[src/rtl/bytes_to_bits_stream_ctrl_pkg.sv]
// Shared types and widths for the Kyber BytesToBits unpacker.
// BYTES_TO_BITS_FLUSH_EN: when defined, residual bits at job end go out as a zero-padded last group.
package kyber_b2b_pkg;

    typedef enum logic [1:0] {B2B_IDLE, B2B_RUN, B2B_FLUSH, B2B_DONE} b2b_state_e;

    localparam int unsigned BUF_W  = 16;
    localparam int unsigned FILL_W = 5;
    localparam int unsigned BYTE_W = 8;
    localparam int unsigned LEN_W  = 8;

`ifdef BYTES_TO_BITS_FLUSH_EN
    localparam bit B2B_FLUSH_EN = 1'b1;
`else
    localparam bit B2B_FLUSH_EN = 1'b0;
`endif

endpackage

[src/rtl/bytes_to_bits_stream_ctrl_if.sv]
// Job control, byte input stream and bit-group output stream of the unpacker.
interface bytes_to_bits_stream_ctrl_if #(parameter int unsigned OUT_W = 3);
    import kyber_b2b_pkg::*;

    logic              start;
    logic [LEN_W-1:0]  len;
    logic              in_valid;
    logic              in_ready;
    logic [BYTE_W-1:0] in_byte;
    logic              out_valid;
    logic              out_ready;
    logic [OUT_W-1:0]  out_data;
    logic              out_last;
    logic              busy;
    logic              done;

    modport master (
        output start, len, in_valid, in_byte, out_ready,
        input  in_ready, out_valid, out_data, out_last, busy, done
    );

    modport slave (
        input  start, len, in_valid, in_byte, out_ready,
        output in_ready, out_valid, out_data, out_last, busy, done
    );

endinterface

[src/rtl/bytes_to_bits_stream_ctrl_bitbuf.sv]
// LSB-first shift buffer: pops OUT_W bits from the bottom, inserts whole bytes just above the valid bits.
module b2b_bitbuf
    import kyber_b2b_pkg::*;
#(
    parameter int unsigned OUT_W = 3
) (
    input  logic              clk,
    input  logic              rst,
    input  logic              clr_i,
    input  logic              push_i,
    input  logic              pop_i,
    input  logic [BYTE_W-1:0] byte_i,
    output logic [OUT_W-1:0]  data_o,
    output logic [FILL_W-1:0] fill_o
);

    localparam logic [FILL_W-1:0] POP_N  = FILL_W'(OUT_W);
    localparam logic [FILL_W-1:0] PUSH_N = FILL_W'(BYTE_W);

    logic [BUF_W-1:0]  data_q, data_d;
    logic [BUF_W-1:0]  shifted, ins;
    logic [FILL_W-1:0] fill_q, fill_d;
    logic [FILL_W-1:0] ins_at;

    // A same-cycle pop moves the insert point down so no bit is lost or repeated.
    always_comb begin
        shifted = pop_i ? (data_q >> OUT_W) : data_q;
        ins_at  = pop_i ? (fill_q - POP_N) : fill_q;
        ins     = push_i ? (BUF_W'(byte_i) << ins_at) : '0;
        data_d  = shifted | ins;
        fill_d  = fill_q + (push_i ? PUSH_N : '0) - (pop_i ? POP_N : '0);
        if (clr_i) begin
            data_d = '0;
            fill_d = '0;
        end
    end

    always_ff @(posedge clk or posedge rst) begin
        if (rst) begin
            data_q <= '0;
            fill_q <= '0;
        end else begin
            data_q <= data_d;
            fill_q <= fill_d;
        end
    end

    assign data_o = data_q[OUT_W-1:0];
    assign fill_o = fill_q;

endmodule

[src/rtl/bytes_to_bits_stream_ctrl.sv]
// Kyber BytesToBits job controller: len bytes in, OUT_W-bit LSB-first groups out.
// BYTES_TO_BITS_FLUSH_EN selects emitting (defined) or dropping (undefined) the residual bits.
module bytes_to_bits_stream_ctrl
    import kyber_b2b_pkg::*;
#(
    parameter int unsigned OUT_W = 3
) (
    input  logic                         clk,
    input  logic                         rst,
    bytes_to_bits_stream_ctrl_if.slave   bus
);

    localparam logic [FILL_W-1:0] GRP_N   = FILL_W'(OUT_W);
    localparam logic [FILL_W-1:0] GRP2_N  = FILL_W'(2 * OUT_W);
    localparam logic [FILL_W-1:0] IN_ROOM = FILL_W'(BUF_W - BYTE_W);

    b2b_state_e        state_q;
    logic [LEN_W-1:0]  len_q;
    logic [LEN_W-1:0]  bytes_in_q;
    logic              done_q;

    logic [OUT_W-1:0]  grp_data;
    logic [FILL_W-1:0] fill;
    logic              in_ready_c, run_vld, flush_vld, all_in, last_full;
    logic              push, pop, clr;

    assign all_in     = (bytes_in_q == len_q);
    assign in_ready_c = (state_q == B2B_RUN) && (bytes_in_q < len_q) && (fill <= IN_ROOM);
    assign run_vld    = (state_q == B2B_RUN) && (fill >= GRP_N);
    assign flush_vld  = B2B_FLUSH_EN && (state_q == B2B_FLUSH) && (fill != '0);

    // Last full group: nothing left over when flushing, otherwise fewer than OUT_W bits remain after it.
    assign last_full  = B2B_FLUSH_EN ? (fill == GRP_N) : (fill < GRP2_N);

    assign push = bus.in_valid && in_ready_c;
    assign pop  = run_vld && bus.out_ready;
    assign clr  = !((state_q == B2B_RUN) || (flush_vld && !bus.out_ready));

    b2b_bitbuf #(.OUT_W(OUT_W)) u_bitbuf (
        .clk    (clk),
        .rst    (rst),
        .clr_i  (clr),
        .push_i (push),
        .pop_i  (pop),
        .byte_i (bus.in_byte),
        .data_o (grp_data),
        .fill_o (fill)
    );

    always_ff @(posedge clk or posedge rst) begin
        if (rst) begin
            state_q    <= B2B_IDLE;
            len_q      <= '0;
            bytes_in_q <= '0;
            done_q     <= 1'b0;
        end else begin
            done_q <= (state_q == B2B_DONE);
            case (state_q)
                B2B_IDLE: begin
                    if (bus.start) begin
                        len_q      <= bus.len;
                        bytes_in_q <= '0;
                        state_q    <= (bus.len == '0) ? B2B_DONE : B2B_RUN;
                    end
                end
                B2B_RUN: begin
                    if (push) begin
                        bytes_in_q <= bytes_in_q + LEN_W'(1);
                    end
                    if (all_in && (fill < GRP_N)) begin
                        state_q <= B2B_FLUSH;
                    end
                end
                B2B_FLUSH: begin
                    if (!flush_vld || bus.out_ready) begin
                        state_q <= B2B_DONE;
                    end
                end
                B2B_DONE: state_q <= B2B_IDLE;
                default:  state_q <= B2B_IDLE;
            endcase
        end
    end

    assign bus.in_ready  = in_ready_c;
    assign bus.out_valid = run_vld || flush_vld;
    assign bus.out_data  = grp_data;
    assign bus.out_last  = flush_vld || (run_vld && all_in && last_full);
    assign bus.busy      = (state_q != B2B_IDLE);
    assign bus.done      = done_q;

endmodule

[src/flat_wrapper.sv]
// flat-port wrapper written by rule: the top's interface ports become plain ports
module bytes_to_bits_stream_ctrl_flat import kyber_b2b_pkg::*;
#(
    parameter int unsigned OUT_W = 3
)
  (clk, rst, bus_start, bus_len, bus_in_valid, bus_in_byte, bus_out_ready, bus_in_ready, bus_out_valid, bus_out_data, bus_out_last, bus_busy, bus_done);
  bytes_to_bits_stream_ctrl_if #(.OUT_W(OUT_W)) bus_i ();
  input  logic clk;
  input  logic rst;
  input wire logic [$bits(bus_i.start)-1:0] bus_start;
  input wire logic [$bits(bus_i.len)-1:0] bus_len;
  input wire logic [$bits(bus_i.in_valid)-1:0] bus_in_valid;
  input wire logic [$bits(bus_i.in_byte)-1:0] bus_in_byte;
  input wire logic [$bits(bus_i.out_ready)-1:0] bus_out_ready;
  output wire logic [$bits(bus_i.in_ready)-1:0] bus_in_ready;
  output wire logic [$bits(bus_i.out_valid)-1:0] bus_out_valid;
  output wire logic [$bits(bus_i.out_data)-1:0] bus_out_data;
  output wire logic [$bits(bus_i.out_last)-1:0] bus_out_last;
  output wire logic [$bits(bus_i.busy)-1:0] bus_busy;
  output wire logic [$bits(bus_i.done)-1:0] bus_done;
  assign bus_i.start = bus_start;
  assign bus_i.len = bus_len;
  assign bus_i.in_valid = bus_in_valid;
  assign bus_i.in_byte = bus_in_byte;
  assign bus_i.out_ready = bus_out_ready;
  assign bus_in_ready = bus_i.in_ready;
  assign bus_out_valid = bus_i.out_valid;
  assign bus_out_data = bus_i.out_data;
  assign bus_out_last = bus_i.out_last;
  assign bus_busy = bus_i.busy;
  assign bus_done = bus_i.done;
  bytes_to_bits_stream_ctrl #(.OUT_W(OUT_W)) u_core (.clk(clk), .rst(rst), .bus(bus_i));
endmodule
[config.mk]
export PLATFORM = sky130hd
export DESIGN_NAME = bytes_to_bits_stream_ctrl_flat
export DESIGN_NICKNAME = d
export VERILOG_FILES = /design/src/rtl/bytes_to_bits_stream_ctrl_pkg.sv /design/src/rtl/bytes_to_bits_stream_ctrl_if.sv /design/src/rtl/bytes_to_bits_stream_ctrl_bitbuf.sv /design/src/rtl/bytes_to_bits_stream_ctrl.sv /design/src/flat_wrapper.sv
export SDC_FILE = /design/constraint.sdc
export NUM_CORES = 1
export LEC_CHECK = 0
export ABC_AREA = 1
export ABC_CLOCK_PERIOD_IN_PS = 2700
export CORE_MARGIN = 3
export CORE_UTILIZATION = 35
export DETAILED_ROUTE_END_ITERATION = 8
export PLACE_DENSITY = 0.51
export SLEW_MARGIN = 0
export SYNTH_ARGS = -nofsm -noshare
export SYNTH_HDL_FRONTEND = slang
export SYNTH_HIERARCHICAL = 1
export SYNTH_SLANG_ARGS = --single-unit
[constraint.sdc]
create_clock -name clk -period 2.7 [get_ports clk]
set_input_delay 0.675 -clock clk [delete_from_list [all_inputs] [get_ports clk]]
set_output_delay 0.675 -clock clk [all_outputs]
set_load 0.01 [all_outputs]
==> results of run 1 <==
## metrics by stage
stage | total power, mW | hold WS, ns | cell area, µm²
finish | 2.725 | 0.4945 | 3677
global route | 2.991 | 0.5295 | 3677
CTS | 2.734 | 0.4998 | 3656
detailed placement | 2.227 | 0.4767 | 3548
global placement | 2.209 | 0.4740 | 3548
floorplan | 1.829 | 0.4530 | 3097
## cells by family (layout without fill, tap and decap cells)
group	after synthesis	in the layout	synth area share, %
compound gates	47	47	9.252
xor+xnor	5	5	1.414
fa+ha+maj	21	21	8.727
buf+inv	74	112	10.42
flops	40	40	32.32
mux	1	1	0.3232
simple gates	249	249	37.54
## registers in the layout, summed over array words and instances (netlist names)
signal / count
u_core/len_q: 8
u_core/bus.done: 1
u_core/u_bitbuf/data_q: 16
u_core/state_q: 2
u_core/u_bitbuf/fill_o: 5
u_core/bytes_in_q: 8
## synthesized netlist by cell type, drive strengths merged
cell,n
a211oi,1
or2,1
nor3,1
mux2i,1
buf,10
nand4,6
dfrtp,40
xnor2,1
nor2,43
nand3b,1
clkinv,1
clkbuf,4
inv,59
fa,1
nand2,166
o21ai,18
a21oi,28
ha,20
xor2,4
nand3,31
## critical path: stages, from the launching register on
cell and delay [ns]:
dfrtp_1 0.40, inv_1 0.10, ha_2 0.22, buf_4 0.12, nand2_1 0.11, inv_1 0.08, clkdlybuf4s50_1 0.54
## per-layer routing
metal,up-vias,GRT usage [%]
li1,1429,-
met1,1218,22.40
met2,20,24.11
met3,4,2.085
met4,0,3.731
met5,-,0
## cell type report
cell class	instances	share of cell area, %
inverter	60	6.193
clock inverter	2	0.9527
tap	105	3.573
sequential	40	27.22
multi-input combinational	323	48.83
timing repair buffer	44	11.26
clock buffer	6	1.973
## how the worst max path moves through the flow
stage,end
global route,u_core/u_bitbuf/fill_o[4]$_DFF_PP0_
finish,bus_out_valid
CTS,u_core/u_bitbuf/fill_o[4]$_DFF_PP0_
global placement,u_core/u_bitbuf/fill_o[3]$_DFF_PP0_
floorplan,u_core/u_bitbuf/fill_o[3]$_DFF_PP0_
detailed placement,u_core/u_bitbuf/fill_o[4]$_DFF_PP0_
## power by group through the flow
stage / Sequential [mW] / Clock [mW] / Combinational (mW)
5_1_grt: 0.810 / 0.540 / 1.64
2_1_floorplan: 0.795 / 0 / 1.03
3_5_place_dp: 0.805 / 0 / 1.42
3_3_place_gp: 0.802 / 0 / 1.41
4_1_cts: 0.793 / 0.517 / 1.42
6_report: 0.793 / 0.493 / 1.44
## repair_timing
action,CTS,global route
setup endpoints to repair,2,2
setup buffers,0,0
hold buffers,0,0
gates cloned,0,0
resized for setup,3,3
==> impl_metrics.env, run 1 <==
export IMPL_initial_core_util_pct=36.76
export IMPL_cellLeakagePower_nw=1.838
export IMPL_die_w_um=100.1
export IMPL_regToRegSetupSlack_ns=0.18
export IMPL_yosysSeqAreaShare_pct=32.32
export IMPL_combPwrFrac_pct=52.8
export IMPL_avgSynthCellArea_um2=7.086
export IMPL_htree_levels=2
export IMPL_post_place_cells=572
export IMPL_clk_pin_slew_ns=0.09
export IMPL_gp_congestion=0.8279
export IMPL_timing_final_ws_setup_ns=0.1632
export IMPL_ys_warn_count=6
export IMPL_seqPwrFrac_pct=29.1
export IMPL_crit_type="flop to primary output"
export IMPL_diodes=0
export IMPL_whs_path_depth=2
export IMPL_multiInputGateArea_um2=1795
export IMPL_status="complete, no violations"
export IMPL_via_per_inst=4.605
export IMPL_syn2layout_area_growth_pct=18.75
export IMPL_final_util_pct=43.66
export IMPL_clk_latency_ns=0.29
export IMPL_firstDrtPassIters=6
export IMPL_num_rows=33
export IMPL_slew_headroom_pct=46.48
export IMPL_fmax_ghz=0.3942
export IMPL_cts_made_buffers=5
export IMPL_r2r_cells=18
export IMPL_hold_path_end="u_core/len_q[6]$_DFFE_PP0P_"
export IMPL_place_hpwl_um=5460
export IMPL_drtAntennaViolNets=0
export IMPL_fin_crit_ns=2.537
export IMPL_cts_sinks=40
export IMPL_post_layout_nonfiller_instances=580
export IMPL_drc=0
export IMPL_cp_max_fo=4
export IMPL_drive_gt1_share_pct=16.63
export IMPL_track_usage_pct=15.36
export IMPL_numPortBuffers=28
export IMPL_antenna_found_initial=0
export IMPL_most_common_layout_cells="nand2_1 (150), inv_1 (52), dfrtp_1 (40)"
export IMPL_clockRootBuffer="clkbuf_8"
export IMPL_synth_distinct_cells=34
export IMPL_nets=516
export IMPL_yosys_top_cells_area="dfrtp_1 (32%), nand2_1 (18%), ha_1 (8.1%)"
export IMPL_seq_area_um2=1001
export IMPL_p_clk_share_pct=18.1
export IMPL_clock_skew_ns=0.008107
export IMPL_required_ns=2.03
export IMPL_wl_met2_um=3164
export IMPL_hold_viol=0
export IMPL_die_height_um=100.1
export IMPL_yosysTopAreaCell="dfrtp_1"
export IMPL_post_drt_wl_per_cell_um=12.25
export IMPL_die_area_um2=10010
export IMPL_synth_cells=437
export IMPL_maxUsedRoutingLayer="met4"
export IMPL_end_kind="primary output"
export IMPL_preCtsSetupSlack_ns=0.04184
export IMPL_drv_slew=0
export IMPL_worstPathArrival_ns=1.86
export IMPL_synth_nets=479
export IMPL_swShare_pct=44.20
export IMPL_critPathLaunch="u_core/state_q[1]$_DFFE_PP0P_"
export IMPL_reg2reg_from="u_core/len_q[7]$_DFFE_PP0P_"
export IMPL_peakVddDrop_mv=0.3843
export IMPL_internal_power_mw=1.520
export IMPL_ios=29
export IMPL_switching_power_mw=1.204
export IMPL_final_common_cell="nand2_1"
export IMPL_dr_first_iter_drc_count=93
export IMPL_num_vias=2671
export IMPL_cts_tree="done"
export IMPL_setup_viol=0
export IMPL_holdCritPathClass="flop to flop"
export IMPL_clk_path_buf_depth=2
export IMPL_power_density_nw_per_um2=740.9
export IMPL_gr_total_overflow=0
export IMPL_syn_area_um2=3097
export IMPL_grt_max_degree=23
export IMPL_rsz0062_at_grt="yes"
export IMPL_fin_crit_sh_pct=93.95
export IMPL_route_met3_wl_um=132
export IMPL_grt_pass1_wl_um=12510
export IMPL_grt_pass1_vias=2600
export IMPL_max_cap_viol_count=0
export IMPL_fin_tns_setup_ns=0
export IMPL_wl_met1_um=3762
export IMPL_cp_start_kind="flop"
export IMPL_worstMarginPinSlew_ns=0.8019
export IMPL_hp_start="u_core/len_q[6]$_DFFE_PP0P_"
export IMPL_n_fill_cell=901
export IMPL_core_area_um2=8423
export IMPL_rr_endpoint="u_core/u_bitbuf/fill_o[4]$_DFF_PP0_"
export IMPL_wirelength_um=7103
export IMPL_ys_ff_latch=40
export IMPL_synth_top_cell_area_share_pct=32.32
No activity file was read; power rests on OpenSTA's default activity.
==> inputs of run 2 (changes only) <==
Settings changed: ABC_CLOCK_PERIOD_IN_PS 2700 to 3300, PLACE_DENSITY 0.51 to 0.49, RECOVER_POWER set to 50.
Clock period 2.7 ns to 3.3 ns, I/O delays scaled along.
==> impl_metrics.env, run 2 (synthesized netlist as in run 1, its figures left out) <==
export IMPL_clockRootBuffer="clkbuf_8"
export IMPL_slew_headroom_pct=28.44
export IMPL_cts_made_buffers=5
export IMPL_cts_tree="done"
export IMPL_die_height_um=100.1
export IMPL_peakVddDrop_mv=0.4079
export IMPL_drv_slew=0
export IMPL_nets=505
export IMPL_diodes=0
export IMPL_cp_max_fo=6
export IMPL_status="complete, no violations"
export IMPL_num_vias=2617
export IMPL_die_area_um2=10010
export IMPL_numPortBuffers=28
export IMPL_power_density_nw_per_um2=616.7
export IMPL_grt_max_degree=26
export IMPL_worstPathArrival_ns=2.19
export IMPL_regToRegSetupSlack_ns=0.50
export IMPL_setup_viol=0
export IMPL_cellLeakagePower_nw=1.778
export IMPL_rsz0062_at_grt="no"
export IMPL_wirelength_um=7039
export IMPL_crit_type="flop to primary output"
export IMPL_syn2layout_area_growth_pct=15.60
export IMPL_clk_path_buf_depth=2
export IMPL_track_usage_pct=14.82
export IMPL_largest_reg_flops=16
export IMPL_top_register="u_core/u_bitbuf/data_q"
export IMPL_grt_pass1_vias=2415
export IMPL_firstDrtPassIters=4
export IMPL_core_area_um2=8423
export IMPL_ctsHoldBuffers=0
export IMPL_htree_levels=2
export IMPL_gr_total_overflow=0
export IMPL_via_per_inst=4.599
export IMPL_holdCritPathClass="flop to flop"
export IMPL_end_kind="primary output"
export IMPL_antenna_found_initial=0
export IMPL_clock_skew_ns=0.007409
export IMPL_cp_start_kind="flop"
export IMPL_hold_viol=0
export IMPL_fmax_ghz=0.3316
export IMPL_worstMarginPinSlew_ns=1.072
export IMPL_cts_setup_buffers=0
export IMPL_final_common_cell="nand2_1"
export IMPL_post_drt_wl_per_cell_um=12.37
export IMPL_place_hpwl_um=5391
export IMPL_max_cap_viol_count=0
export IMPL_cts_resized_gates=0
export IMPL_fin_crit_sh_pct=91.38
export IMPL_ios=29
export IMPL_fin_crit_ns=3.015
export IMPL_num_rows=33
export IMPL_initial_core_util_pct=36.76
export IMPL_final_util_pct=42.50
export IMPL_drc=0
export IMPL_fin_tns_setup_ns=0
export IMPL_grt_pass1_wl_um=11850
export IMPL_clk_pin_slew_ns=0.08
export IMPL_gp_congestion=0.8006
export IMPL_required_ns=2.47
export IMPL_dr_first_iter_drc_count=97
export IMPL_drive_gt1_share_pct=14.22
export IMPL_die_w_um=100.1
export IMPL_n_fill_cell=916
export IMPL_cts_sinks=40
export IMPL_drtAntennaViolNets=0
export IMPL_clk_latency_ns=0.29
export IMPL_reg_top3="u_core/u_bitbuf/data_q x16, u_core/bytes_in_q x8, u_core/len_q x8"
export IMPL_most_common_layout_cells="nand2_1 (150), inv_1 (52), dfrtp_1 (40)"
==> run 2: changes by cell type in the layout (fill, tap and decap cells not counted), moves of 2 or more <==
cell / change
dlygate4sd2_1: -2
buf_4: -9
dlygate4sd3_1: +2
ha_1: +2
clkbuf_8: +2
==> run 2: routing by layer <==
| layer | vias to the layer above | global-route usage [%] | part of all wire (%) |
|---|---|---|---|
| li1 | 1411 | - | - |
| met1 | 1163 | 22.45 | 54 |
| met2 | 34 | 21.65 | 43 |
| met3 | 9 | 2.293 | 2.5 |
| met4 | 0 | 4.456 | 1.3 |
| met5 | - | 0 | 0 |
==> run 2: path summary, 6_finish.rpt <==
kind	from	endpoint	depth (start not counted)
setup / recovery	u_core/bytes_in_q[5]$_DFFE_PP0P_	bus_out_last	6
hold / removal	u_core/len_q[6]$_DFFE_PP0P_	u_core/len_q[6]$_DFFE_PP0P_	2
setup reg to reg	u_core/state_q[1]$_DFFE_PP0P_	u_core/u_bitbuf/fill_o[4]$_DFF_PP0_	17
hold reg to reg	u_core/len_q[6]$_DFFE_PP0P_	u_core/len_q[6]$_DFFE_PP0P_	2
max in group asynchronous	rst	u_core/u_bitbuf/data_q[15]$_DFF_PP0_	2
min in group asynchronous	rst	u_core/len_q[2]$_DFFE_PP0P_	2
==> run 2: metrics by stage <==
stage	setup slack [ns]	hold WS (ns)	instances	area (µm²)	power, mW
3_3_place_gp	0.3916	0.4724	561	3453	1.762
3_5_place_dp	0.3571	0.4774	561	3453	1.777
5_1_grt	0.07688	0.5305	569	3580	2.419
4_1_cts	0.2099	0.4994	569	3580	2.250
2_1_floorplan	0.6308	0.4530	437	3097	1.496
6_report	0.2845	0.4924	569	3580	2.208
==> run 2: cell type report <==
cell class | instances | area, µm² | share of cell area [%]
Clock buffer | 7 | 96.34 | 2.691
Clock inverter | 1 | 30.03 | 0.8389
Inverter | 60 | 227.7 | 6.361
Multi-Input combinational cell | 323 | 1775 | 49.60
Sequential cell | 40 | 1001 | 27.96
Tap cell | 105 | 131.4 | 3.670
Timing Repair Buffer | 33 | 317.8 | 8.878
==> run 2: power by group <==
group          total, mW  internal (mW)  leakage [nW]  switching, mW
Clock              0.452          0.267        0.0645          0.184
Sequential         0.655          0.588         0.533         0.0667
Combinational       1.10          0.383          1.18          0.719
==> run 2: worst max-delay path: stages, from the launching register on <==
cell,delay (ns)
dfrtp_1,0.46
ha_1,0.32
nand2_1,0.06
nor2_1,0.15
nand4_1,0.16
nor3_1,0.19
clkdlybuf4s50_1,0.57
==> inputs of run 3 (changes only) <==
Settings changed: PLACE_DENSITY 0.49 to 0.63.
==> impl_metrics.env, run 3 (synthesized netlist as in run 1, its figures left out) <==
export IMPL_status="complete, no violations"
export IMPL_grt_busiest_layer="met2"
export IMPL_fin_crit_sh_pct=91.12
export IMPL_clk_path_buf_depth=2
export IMPL_path_buf_inv=3
export IMPL_clockRootBuffer="clkbuf_8"
export IMPL_slew_headroom_pct=36.11
export IMPL_htree_levels=2
export IMPL_via_per_inst=4.806
export IMPL_drc=0
export IMPL_clock_skew_ns=0.008920
export IMPL_end_kind="primary output"
export IMPL_use_met1_pct=18.53
export IMPL_num_rows=33
export IMPL_holdCritPathClass="flop to flop"
export IMPL_gr_total_overflow=0
export IMPL_antenna_found_initial=0
export IMPL_cp_start_kind="flop"
export IMPL_grt_max_degree=26
export IMPL_grt_util_met2_pct=24.32
export IMPL_top_register="u_core/u_bitbuf/data_q"
export IMPL_max_cap_viol_count=0
export IMPL_ctsHoldBuffers=0
export IMPL_most_common_layout_cells="nand2_1 (150), inv_1 (52), nor2_1 (40), dfrtp_1 (40), clkdlybuf4s50_1 (26)"
export IMPL_firstDrtPassIters=5
export IMPL_rsz0062_at_grt="no"
export IMPL_switching_power_mw=0.9344
export IMPL_place_hpwl_um=5071
export IMPL_cellLeakagePower_nw=1.764
export IMPL_internal_power_mw=1.190
export IMPL_grt_pass1_wl_um=11730
export IMPL_worstPathArrival_ns=2.18
export IMPL_crit_type="flop to primary output"
export IMPL_fin_tns_setup_ns=0
export IMPL_cp_cell_sequence="inv_1 -> ha_1 -> nand2_2 -> nor2_1 -> nand2_1 -> nor2_2 -> nand2_1 -> inv_1 -> clkdlybuf4s50_1"
export IMPL_n_fill_cell=909
export IMPL_wirelength_um=6470
export IMPL_initial_core_util_pct=36.76
export IMPL_grt_pass1_vias=2652
export IMPL_die_height_um=100.1
export IMPL_final_common_cell="nand2_1"
export IMPL_dr_first_iter_drc_count=104
export IMPL_num_vias=2730
export IMPL_cts_resized_gates=0
export IMPL_cpLargestDelayFamily="buffers and inverters"
export IMPL_drv_slew=0
export IMPL_worstMarginPinSlew_ns=0.9574
export IMPL_seqPwrFrac_pct=31.0
export IMPL_syn2layout_area_growth_pct=14.67
export IMPL_die_area_um2=10010
export IMPL_p_clk_share_pct=18.6
export IMPL_cts_tree="done"
export IMPL_die_w_um=100.1
export IMPL_critPathMaxStageDelay_ns=0.53
export IMPL_clk_pin_slew_ns=0.08
export IMPL_diodes=0
export IMPL_peakVddDrop_mv=0.2054
export IMPL_drtAntennaViolNets=0
export IMPL_fmax_ghz=0.3326
export IMPL_track_usage_pct=14.21
export IMPL_gp_congestion=0.8653
export IMPL_combPwrFrac_pct=50.5
export IMPL_numPortBuffers=28
export IMPL_nets=504
export IMPL_hold_viol=0
export IMPL_core_area_um2=8423
export IMPL_clk_latency_ns=0.29
export IMPL_swShare_pct=43.98
export IMPL_final_util_pct=42.16
export IMPL_cts_made_buffers=5
export IMPL_power_density_nw_per_um2=598.3
export IMPL_ios=29
export IMPL_reg_top3="u_core/u_bitbuf/data_q x16, u_core/bytes_in_q x8, u_core/len_q x8"
export IMPL_cts_setup_buffers=0
export IMPL_cts_sinks=40
export IMPL_cp_max_fo=9
export IMPL_use_met3_pct=2.224
export IMPL_drive_gt1_share_pct=13.61
export IMPL_required_ns=2.47
export IMPL_post_drt_wl_per_cell_um=11.39
export IMPL_slowest_stage="clkdlybuf4s50_1"
export IMPL_fin_crit_ns=3.007
export IMPL_setup_viol=0
export IMPL_largest_reg_flops=16
[run 3: cell types whose count changed in the layout (fill, tap and decap cells not counted)]
cell | previous run | this run
buf_4 | 5 | 4
clkbuf_1 | 0 | 1
clkbuf_8 | 7 | 5
clkinv_2 | 0 | 1
nor2_1 | 39 | 40
nor2_2 | 2 | 1
[run 3: final timing paths]
kind	from	endpoint	slack, ns	depth (start not counted)
worst max-delay path	u_core/state_q[1]$_DFFE_PP0P_	bus_in_ready	0.29	9
worst min-delay path	u_core/len_q[6]$_DFFE_PP0P_	u_core/len_q[6]$_DFFE_PP0P_	0.50	2
worst max register to register	u_core/state_q[1]$_DFFE_PP0P_	u_core/u_bitbuf/fill_o[4]$_DFF_PP0_	0.40	17
worst min register to register	u_core/len_q[6]$_DFFE_PP0P_	u_core/len_q[6]$_DFFE_PP0P_	0.50	2
max in group asynchronous	rst	u_core/u_bitbuf/data_q[2]$_DFF_PP0_	1.59	2
min in group asynchronous	rst	u_core/bytes_in_q[7]$_DFFE_PP0P_	1.17	2
[run 3: cell type report]
class	count	area (µm²)	share of cell area, %
clock buffers	6	72.57	2.044
clock inverters	2	35.03	0.9866
inverters	60	227.7	6.413
multi-input cells	323	1773	49.93
flip-flops and latches	40	1001	28.19
well taps	105	131.4	3.700
repair buffers	32	310.3	8.739
[run 3: power by group through the flow]
stage	Combinational, mW	Sequential, mW	Clock, mW
global route	1.24	0.673	0.436
floorplan	0.846	0.650	0
detailed placement	1.08	0.668	0
CTS	1.09	0.657	0.415
global placement	1.06	0.662	0
finish	1.07	0.658	0.395
[run 3: worst reg2reg max path: cells and delay by family, from the launching register on]
kind / cells / cell delay (ns)
DFF: 1 / 0.41
xor gates and xnor gates: 1 / 0.18
buffers and inverters: 4 / 0.34
AOI/OAI and AO/OA: 1 / 0.22
and+or+nand+nor: 8 / 0.67
adders and majority gates: 3 / 0.94
[run 3: through the flow]
stage,cells,setup WS (ns),area (µm²),power (mW),hold slack [ns]
detailed placement,560,0.2941,3443,1.751,0.4865
CTS,568,0.2411,3551,2.161,0.5095
global route,568,0.06103,3551,2.347,0.5554
global placement,560,0.3834,3443,1.721,0.4765
floorplan,437,0.6308,3097,1.496,0.4530
finish,568,0.2930,3551,2.124,0.4971
[run 3: routing by layer]
metal  part of all wire (%)  vias to the layer above  wire length (µm)
met5                      0                        -                 0
met4                    1.7                        0               110
met3                    3.3                       11               212
met2                     48                       41              3092
met1                     47                     1265              3055
li1                       -                     1413                 -
